[src/rtl/tblock_dispatcher.sv]
// Kernel-level thread-block dispatcher: issues one allocation per block to a compute
// unit, hands out in-flight ids from a free pool and reports kernel completion.
module tblock_dispatcher #(
    parameter int PcWidth       = 32,
    parameter int AddressWidth  = 32,
    parameter int TblockIdxBits = 4,
    parameter int TblockIdBits  = 4
) (
    input  logic                     clk_i,
    input  logic                     rst_i,
    input  logic                     kernel_valid_i,
    output logic                     kernel_ready_o,
    input  logic [PcWidth-1:0]       kernel_pc_i,
    input  logic [AddressWidth-1:0]  kernel_dp_addr_i,
    input  logic [TblockIdxBits:0]   kernel_num_blocks_i,
    output logic                     kernel_done_o,
    input  logic                     kernel_done_ready_i,
    output logic                     busy_o,
    input  logic                     warp_free_i,
    output logic                     allocate_warp_o,
    output logic [PcWidth-1:0]       allocate_pc_o,
    output logic [AddressWidth-1:0]  allocate_dp_addr_o,
    output logic [TblockIdxBits-1:0] allocate_tblock_idx_o,
    output logic [TblockIdBits-1:0]  allocate_tblock_id_o,
    input  logic                     tblock_done_i,
    input  logic [TblockIdBits-1:0]  tblock_done_id_i,
    output logic                     tblock_done_ready_o,
    output logic                     err_done_o,
    output logic [1:0]               dbg_state_o
);
    localparam int NumIds = 1 << TblockIdBits;
    localparam int CntW   = TblockIdxBits + 1;
    localparam logic [CntW-1:0] MaxBlocks = CntW'(1 << TblockIdxBits);

    typedef enum logic [1:0] {
        IDLE     = 2'd0,
        DISPATCH = 2'd1,
        DRAIN    = 2'd2,
        DONE     = 2'd3
    } state_e;

    state_e                  state_q;
    logic                    kernel_ready_q, kernel_done_q, busy_q, err_done_q;
    logic [PcWidth-1:0]      pc_q;
    logic [AddressWidth-1:0] dp_addr_q;
    logic [CntW-1:0]         total_q, issued_q, issued_d, retired_q, retired_d, launch_total;
    logic [NumIds-1:0]       inflight_q, inflight_d;
    logic [TblockIdBits-1:0] free_id;
    logic                    free_found, alloc, done_hit;

    // Lowest clear bit of the in-flight bitmap, taken before this cycle's updates.
    always_comb begin
        free_id    = '0;
        free_found = 1'b0;
        for (int i = 0; i < NumIds; i++) begin
            if (!inflight_q[i] && !free_found) begin
                free_id    = TblockIdBits'(i);
                free_found = 1'b1;
            end
        end
    end

    assign alloc        = (state_q == DISPATCH) && warp_free_i && free_found;
    assign done_hit     = tblock_done_i && inflight_q[tblock_done_id_i];
    assign issued_d     = issued_q + CntW'(alloc);
    assign retired_d    = retired_q + CntW'(done_hit);
    assign launch_total = (kernel_num_blocks_i > MaxBlocks) ? MaxBlocks : kernel_num_blocks_i;

    // Allocated id was free before the update, so it never collides with the retiring id.
    always_comb begin
        inflight_d = inflight_q;
        if (done_hit) inflight_d[tblock_done_id_i] = 1'b0;
        if (alloc)    inflight_d[free_id]          = 1'b1;
    end

    always_ff @(posedge clk_i) begin
        if (rst_i) begin
            state_q        <= IDLE;
            kernel_ready_q <= 1'b1;
            kernel_done_q  <= 1'b0;
            busy_q         <= 1'b0;
            err_done_q     <= 1'b0;
            pc_q           <= '0;
            dp_addr_q      <= '0;
            total_q        <= '0;
            issued_q       <= '0;
            retired_q      <= '0;
            inflight_q     <= '0;
        end else begin
            inflight_q <= inflight_d;
            issued_q   <= issued_d;
            retired_q  <= retired_d;
            err_done_q <= tblock_done_i && !inflight_q[tblock_done_id_i];
            case (state_q)
                IDLE: begin
                    if (kernel_valid_i) begin
                        pc_q           <= kernel_pc_i;
                        dp_addr_q      <= kernel_dp_addr_i;
                        total_q        <= launch_total;
                        issued_q       <= '0;
                        retired_q      <= '0;
                        kernel_ready_q <= 1'b0;
                        busy_q         <= 1'b1;
                        if (launch_total == '0) begin
                            state_q       <= DONE;
                            kernel_done_q <= 1'b1;
                        end else begin
                            state_q <= DISPATCH;
                        end
                    end
                end
                DISPATCH: begin
                    if (issued_d == total_q) state_q <= DRAIN;
                end
                DRAIN: begin
                    if (retired_d == total_q) begin
                        state_q       <= DONE;
                        kernel_done_q <= 1'b1;
                    end
                end
                DONE: begin
                    if (kernel_done_ready_i) begin
                        state_q        <= IDLE;
                        kernel_done_q  <= 1'b0;
                        kernel_ready_q <= 1'b1;
                        busy_q         <= 1'b0;
                    end
                end
                default: state_q <= IDLE;
            endcase
        end
    end

    assign kernel_ready_o        = kernel_ready_q;
    assign kernel_done_o         = kernel_done_q;
    assign busy_o                = busy_q;
    assign allocate_warp_o       = alloc;
    assign allocate_pc_o         = pc_q;
    assign allocate_dp_addr_o    = dp_addr_q;
    assign allocate_tblock_idx_o = issued_q[TblockIdxBits-1:0];
    assign allocate_tblock_id_o  = free_id;
    assign tblock_done_ready_o   = 1'b1;
    assign err_done_o            = err_done_q;
    assign dbg_state_o           = state_q;
endmodule

[config.mk]
export PLATFORM = sky130hd
export DESIGN_NAME = tblock_dispatcher
export DESIGN_NICKNAME = d
export VERILOG_FILES = /design/src/rtl/tblock_dispatcher.sv
export SDC_FILE = /design/constraint.sdc
export NUM_CORES = 1
export LEC_CHECK = 0
export BUFFER_PORTS_ARGS = -buffer_cell sky130_fd_sc_hd__buf_2
export CAP_MARGIN = 20
export CORE_ASPECT_RATIO = 0.9
export CORE_MARGIN = 2
export CORE_UTILIZATION = 55
export CTS_BUF_LIST = sky130_fd_sc_hd__clkbuf_8
export DETAILED_ROUTE_END_ITERATION = 12
export PLACE_DENSITY = 0.95
export SYNTH_ARGS = -nofsm -noshare
export SYNTH_HDL_FRONTEND = slang
export SYNTH_SLANG_ARGS = --single-unit
export TNS_END_PERCENT = 30
[constraint.sdc]
create_clock -name clk_i -period 9.2 [get_ports clk_i]
set_input_delay 2.76 -clock clk_i [delete_from_list [all_inputs] [get_ports clk_i]]
set_output_delay 2.76 -clock clk_i [all_outputs]
set_load 0.05 [all_outputs]
Yosys cells after proc, flatten, opt, wreduce, memory -nomap -nowiden
Cells that the tools add are included.

Register bits: 101. Bits in latches: 0. RAM bits: 0. Memory bits (read-only): 0. Logic and storage cells: 150. Memories kept: 0.

Add/sub/neg operators: 2. $mul: 0. Div/mod/pow operators: 0. Magnitude comparators: 5. Eq/ne operators: 10. Shift-type cells: 0. Multiplexer cells: 60. Bitwise operators: 3. Reduce and logical (&&, ||, !) cells: 59.

Operator list (number): $mux W4 (14); $mux W16 (2); $logic_not A1 Y1 (30); $mux W1 (27); $mux W5 (5); $logic_and A1 B1 Y1 (21); $and A16 B16 Y16 (1); $not A16 Y16 (1); $or A16 B16 Y16 (1); $add A5 B1 Y5 (2); $eq A5 B5 Y1 (2); $lt A4 B5 Y1 const B (2); $mux W2 (5); $demux W1 S4 (2); $ge A4 B1 Y1 const B (2); $ne A2 B2 Y1 const B (4); $pmux W2 S4 (1); $gt A5 B5 Y1 const B (1); $logic_not A5 Y1 (1); $reduce_and A5 Y1 (1); $bmux W1 S4 (1); $eq A2 B2 Y1 const B (2); $pmux W1 S2 (2); $reduce_and A4 Y1 (1); other kinds (8) (8).

Longest topological paths before layout
Gate-level depths: netlist (run 1).

Word-level depth: 51. Depth in mapped cells: 12. Depth with buffers taken out: 12.

Worst setup path before layout (run 1)
OpenSTA, ideal clock, no wires.

Path kind: input to output. Start point: input port warp_free_i. End point: output port allocate_warp_o. Arrival time: 3576 ps. Setup slack: 2864 ps. Cell stages on the path: 2. Cell sequence: nand2_1 > nor2_1.

Cells in the longest elaborated chain, start to end: 2.

RTL lines: from (decl) (RTL line 19) `input logic warp_free_i,`; $logic_and A1 B1 Y1 (2 in series) (RTL line 63) `assign alloc = (state_q == DISPATCH) && warp_free_i && free_found;`; to (decl) (RTL line 20) `output logic allocate_warp_o,`.

No other way between the ends.

Final worst setup path (run 1)
Same ends and word-level chain as after synthesis.

==> run summary, run 1 <==
status - finished clean
Critical Path Source Type - input port
CTS tree - done
Power, Total - 1.38 mW
Worst Path Arrival - 3.49 ns
Clock Latency Late Sink - 0.36 ns
nets - 750
CP endpoint kind - output port
Crit. Startpoint - warp_free_i
Worst-path clk slew - 0.09 ns
initial drt markers - 305
Die H - 88.6 um
area occupied by multi-input gates - 0.00216 sq mm
clk sinks - 101
PwrDens - 258 mW/mm^2
share of layout cells above drive strength 1 - 29.6%
worst slew pin tran - 0.864 ns
fill count - 588
Hold Violations, Final - 0
setup violators final - 0
via count - 4289
drt first pass iters - 6
Synth Instances - 525
Maximum Capacitance Violations - 0
final worst path period need - 6.25 ns
Detailed Route WL - 11800 um
commonest cells after routing, fill and taps aside - 157 x buf_2, 150 x nand2_1, 101 x dfxtp_1
f_max - 0.160 GHz
final setup TNS - 0 ns
Post-Syn Area per Cell - 8.32 sq um
most common cell after layout, fill and taps aside - buf_2
clock root buffer - clkbuf_8
routability congestion estimate - 1.02
share of the yosys chip area belonging to registers - 46.3%
Ports - 159
Max rail drop VDD - 0.190 mV
Reg2Reg Launch Point - inflight_q[0]
GRT overflow - 0
final std cells w/o fill - 762
hold crit path type - flip-flop to flip-flop
largest net degree at the start of global routing - 85
first-pass GRT wire length - 19200 um
CP Max Fanout - 6
flop-to-flop setup slack - 5.81 ns
ANT nets after route - 0
wire per inst - 15.5 um
synthesis-stage register bit count - 101
Setup CP Type - input port to output port
Post-CTS Hold Buffers - 0
Setup Buffers After CTS - 0
post-synthesis cell area - 0.00437 sq mm
clock buffer depth - 2
final period utilization - 68.0%
Yosys Warn Count - 0
ant diodes - 0
initial core utilization - 57.3%
Reg area - 0.00202 sq mm
ys async rst share - 0%
Hold Path Depth - 2
Slew Limit Fails - 0
number of synthesized flops with an enable pin - 0
Placement Rows - 30
Synth Flop Type - dfxtp_1
full die area - 0.00867 sq mm
Leakage - 2.40 nW
H-tree Lvls - 3
Synth cell types - 54
Post-DP HPWL - 8760 um
final core occ - 70.3%
initial antenna violation count - 0
DRC Markers - 0
area grow syn2layout - 22.7%
CP required - 6.44 ns
PortBufs - 157
total CTS buffers - 9
Synthesized Nets - 613
Chip Width - 98.0 um
PostCTS Resize Cnt - 0
Max-Slew Margin vs Limit - 42.4%
number of global-route vias before repair - 4137
hold path start - allocate_pc_o[26]
cells on worst reg2reg path - 11
Critical path destination - allocate_warp_o
GRT Util Overall - 27.4%
Placed Cells - 747
RSZ-0062 raised after global routing - no
Core Area - 0.00762 sq mm
R2R Path End - dbg_state_o[1]
clock skew - 0.00929 ns
vias per inst - 5.63
state kept, by name, summed over array words and instances (netlist names):
register and count:
allocate_dp_addr_o 32, allocate_pc_o 32, busy_o 1, dbg_state_o 2, err_done_o 1, inflight_q 16
issued_q 5, kernel_done_o 1, kernel_ready_o 1, retired_q 5, total_q 5
Yosys cell counts (all sizes together), types with 2 or more instances:
library cell / count / area [sq um]
a211o: 2 / 18.8
a211oi: 4 / 30.0
a21oi: 82 / 410
and2: 4 / 27.5
and3: 4 / 25.0
buf: 8 / 58.8
clkbuf: 26 / 97.6
dfxtp: 101 / 2020
ha: 9 / 113
inv: 8 / 30.0
mux4: 5 / 116
nand2: 151 / 567
nand2b: 4 / 25.0
nand3: 16 / 85.1
nand3b: 6 / 45.0
nand4: 5 / 52.6
nor2: 19 / 71.3
nor3: 2 / 21.3
o211ai: 7 / 52.6
o21ai: 20 / 100
o31ai: 4 / 58.8
xnor2: 9 / 78.8
xor2: 9 / 78.8
how the worst min path moves through the flow:
stage | endpoint
floorplan | total_q[3]
global placement | allocate_pc_o[28]
detailed placement | allocate_pc_o[18]
CTS | allocate_pc_o[26]
global route | allocate_dp_addr_o[12]
finish | allocate_pc_o[26]
area by class of cell:
type                       count  share of cell area (%)
multi-input combinational    382                    40.4
sequential                   101                    37.7
clock buffer                   9                    2.31
inverter                       8                   0.560
timing repair buffer         160                    15.3
tap                           96                    2.24
clock inverter                 6                    1.47
per-stage QoR:
| stage | hold WS (ns) | setup slack (ns) | area (sq um) |
|---|---|---|---|
| final | 0.459 | 2.95 | 5360 |
| after global routing | 0.477 | 2.90 | 5360 |
| after CTS | 0.461 | 2.95 | 5360 |
| after detailed placement | 0.446 | 2.95 | 5160 |
| after global placement | 0.438 | 2.97 | 5140 |
| after floorplan | 0.457 | 2.86 | 4370 |
power by group:
part | internal, mW | total, mW | switching (mW)
registers | 0.497 | 0.536 | 0.0384
logic | 0.141 | 0.553 | 0.411
clock network | 0.131 | 0.293 | 0.162
total | 0.769 | 1.38 | 0.612
logic make-up (layout without fill, tap and decap cells):
family / Yosys count / in the layout / synth area share [%]
AO/OA/AOI/OAI: 128 / 128 / 17.3
adder cells (fa/ha/maj): 9 / 9 / 2.58
flip-flops: 101 / 101 / 46.3
other: 1 / 1 / 0.0858
XOR/XNOR: 19 / 19 / 4.15
AND/OR/NAND/NOR: 220 / 220 / 22.7
buffers and inverters: 42 / 183 / 4.27
multiplexers: 5 / 5 / 2.66
worst max-delay path: stages:
cell and delay, ns:
buf_2 0.07, nand2_1 0.12, nor2_1 0.23, buf_2 0.30
routing by layer:
metal / GRT usage, % / vias to the layer above / wire length [um]
li1: - / 2041 / -
met1: 32.5 / 1994 / 4600
met2: 48.4 / 227 / 5870
met3: 8.61 / 27 / 1120
met4: 7.95 / 0 / 241
met5: 0 / - / 0
Note: power is estimated with default switching activity, not from simulation.
==> run 2: changes to the inputs <==
Settings changed: CORE_UTILIZATION 55 to 46, PLACE_DENSITY 0.95 to 0.88.
Clock period 9.2 ns to 5.6 ns, I/O delays scaled along.
==> run summary, run 2 (synthesized netlist as in run 1, its figures left out) <==
Critical Path Source Type - input port
Post-DP HPWL - 8400 um (-4.2%)
Setup CP Type - input port to flip-flop
H-tree Lvls - 3 (unchanged)
family with the most delay on the worst path - multiplexers
Setup Buffers After CTS - 0 (unchanged)
GRT overflow - 0 (unchanged)
CP max stage delay - 0.57 ns (+0.27 ns)
Detailed Route WL - 11600 um (-2.0%)
total CTS buffers - 9 (unchanged)
most common cell after layout, fill and taps aside - buf_2
final period utilization - 82.2%
Max stage delay cell, worst path - mux4_1
initial core utilization - 47.7% (-9.7 points)
final setup TNS - 0 ns (unchanged)
Core Area - 0.00917 sq mm (+20%)
Chip Width - 107 um (+9.0%)
DRC Markers - 0 (unchanged)
PwrDens - 415 mW/mm^2 (+61%)
largest net degree at the start of global routing - 83 (-2.4%)
status - finished clean
full die area - 0.0103 sq mm (+19%)
commonest cells after routing, fill and taps aside - 157 x buf_2, 150 x nand2_1, 101 x dfxtp_1
Worst-path clk slew - 0.11 ns (+0.02 ns)
ant diodes - 0 (unchanged)
Power, Total - 2.22 mW (+61%)
f_max - 0.217 GHz
CP Cell Sequence - buf_2, mux4_1, mux4_2, and2_1, ha_1, ha_1, xnor2_1, o2111ai_1, nor4_1, o2bb2ai_1, a211oi_1, a211oi_1
clock root buffer - clkbuf_8
Placed Cells - 772 (+3.3%)
area grow syn2layout - 22.7% (unchanged)
first-pass GRT wire length - 18700 um (-2.8%)
Ports - 159 (unchanged)
share of layout cells above drive strength 1 - 29.4% (-0.15 points)
crit path buf inv count - 1 (-1)
initial drt markers - 165 (-46%)
routability congestion estimate - 0.954 (-6.4%)
ANT nets after route - 0 (unchanged)
CP required - 5.83 ns (-0.61 ns)
cells on worst reg2reg path - 11 (unchanged)
clk sinks - 101 (unchanged)
PortBufs - 157 (unchanged)
number of global-route vias before repair - 4017 (-2.9%)
CTS tree - done
worst hold slack - 0.457 ns (-0.00216 ns)
vias per inst - 5.30 (-5.8%)
Hold Violations, Final - 0 (unchanged)
Slew Limit Fails - 0 (unchanged)
Placement Rows - 33 (+10%)
Die H - 96.5 um (+8.9%)
clock buffer depth - 2 (unchanged)
Worst Path Arrival - 4.84 ns (+1.35 ns)
nets - 750 (unchanged)
post-route cell area - 0.00536 sq mm (unchanged)
pre-CTS setup slack - 0.667 ns (-2.29 ns)
initial antenna violation count - 0 (unchanged)
Max rail drop VDD - 0.240 mV (+26%)
Reg2Reg Launch Point - inflight_q[7]
CP Max Fanout - 8 (+2)
clock skew - 0.0209 ns (+0.0116 ns)
worst slew pin tran - 0.815 ns (-0.0496 ns)
CP endpoint kind - flip-flop
setup violators final - 0 (unchanged)
final core occ - 58.5% (-12 points)
final std cells w/o fill - 788 (+3.4%)
Clock Latency Late Sink - 0.38 ns (+0.02 ns)
R2R Path End - dbg_state_o[1]
hold crit path type - flip-flop to flip-flop
Maximum Capacitance Violations - 0 (unchanged)
GRT Util Overall - 22.9% (-4.5 points)
Hold Path Depth - 2 (unchanged)
Max-Slew Margin vs Limit - 45.7% (+3.3 points)
PnR worst setup slack - 0.996 ns (-1.95 ns)
hold endpoint - allocate_dp_addr_o[7]
wire per inst - 14.7 um (-5.2%)
RSZ-0062 raised after global routing - no
hold path start - allocate_dp_addr_o[7]
flop-to-flop setup slack - 2.16 ns (-3.65 ns)
via count - 4178 (-2.6%)
drt first pass iters - 5 (-1)
Leakage - 2.38 nW (-0.68%)
PostCTS Resize Cnt - 0 (unchanged)
final worst path period need - 4.60 ns
placed cell area - 0.00517 sq mm (+0.24%)
Post-CTS Hold Buffers - 0 (unchanged)
==> run 2: how the worst max path moves through the flow <==
stage	from	depth (start not counted)	to
after CTS	tblock_done_id_i[0]	12	dbg_state_o[1]
after floorplan	tblock_done_id_i[0]	12	dbg_state_o[1]
after global placement	tblock_done_id_i[0]	12	dbg_state_o[1]
final	tblock_done_id_i[0]	12	dbg_state_o[1]
after detailed placement	tblock_done_id_i[0]	12	dbg_state_o[1]
after global routing	tblock_done_id_i[0]	12	dbg_state_o[0]
==> run 2: final cells by class <==
class                   instances  area, sq um
clock buffers                   9          124
clock inverters                 6         46.3
fillers                       829         3810
inverters                       8         30.0
multi-input cells             382         2160
flip-flops and latches        101         2020
well taps                     122          153
repair buffers                160          821
==> run 2: power by group <==
group          internal (mW)  leakage (nW)  switching, mW  total (mW)
logic                  0.233          1.47          0.685       0.918
clock network          0.163        0.0879          0.262       0.425
registers              0.817         0.825         0.0612       0.878
==> run 2: metal layers <==
layer / up-vias / global-route usage, % / share of wire [%]
li1: 2043 / - / -
met1: 1927 / 27.4 / 41
met2: 187 / 40.4 / 49
met3: 21 / 5.97 / 7.8
met4: 0 / 7.47 / 1.7
met5: - / 0 / 0
==> run 2: worst min-delay path: stages, from the launching register on <==
cell     delay (ns)
dfxtp_1        0.32
nand2_1        0.05
a21oi_1        0.05
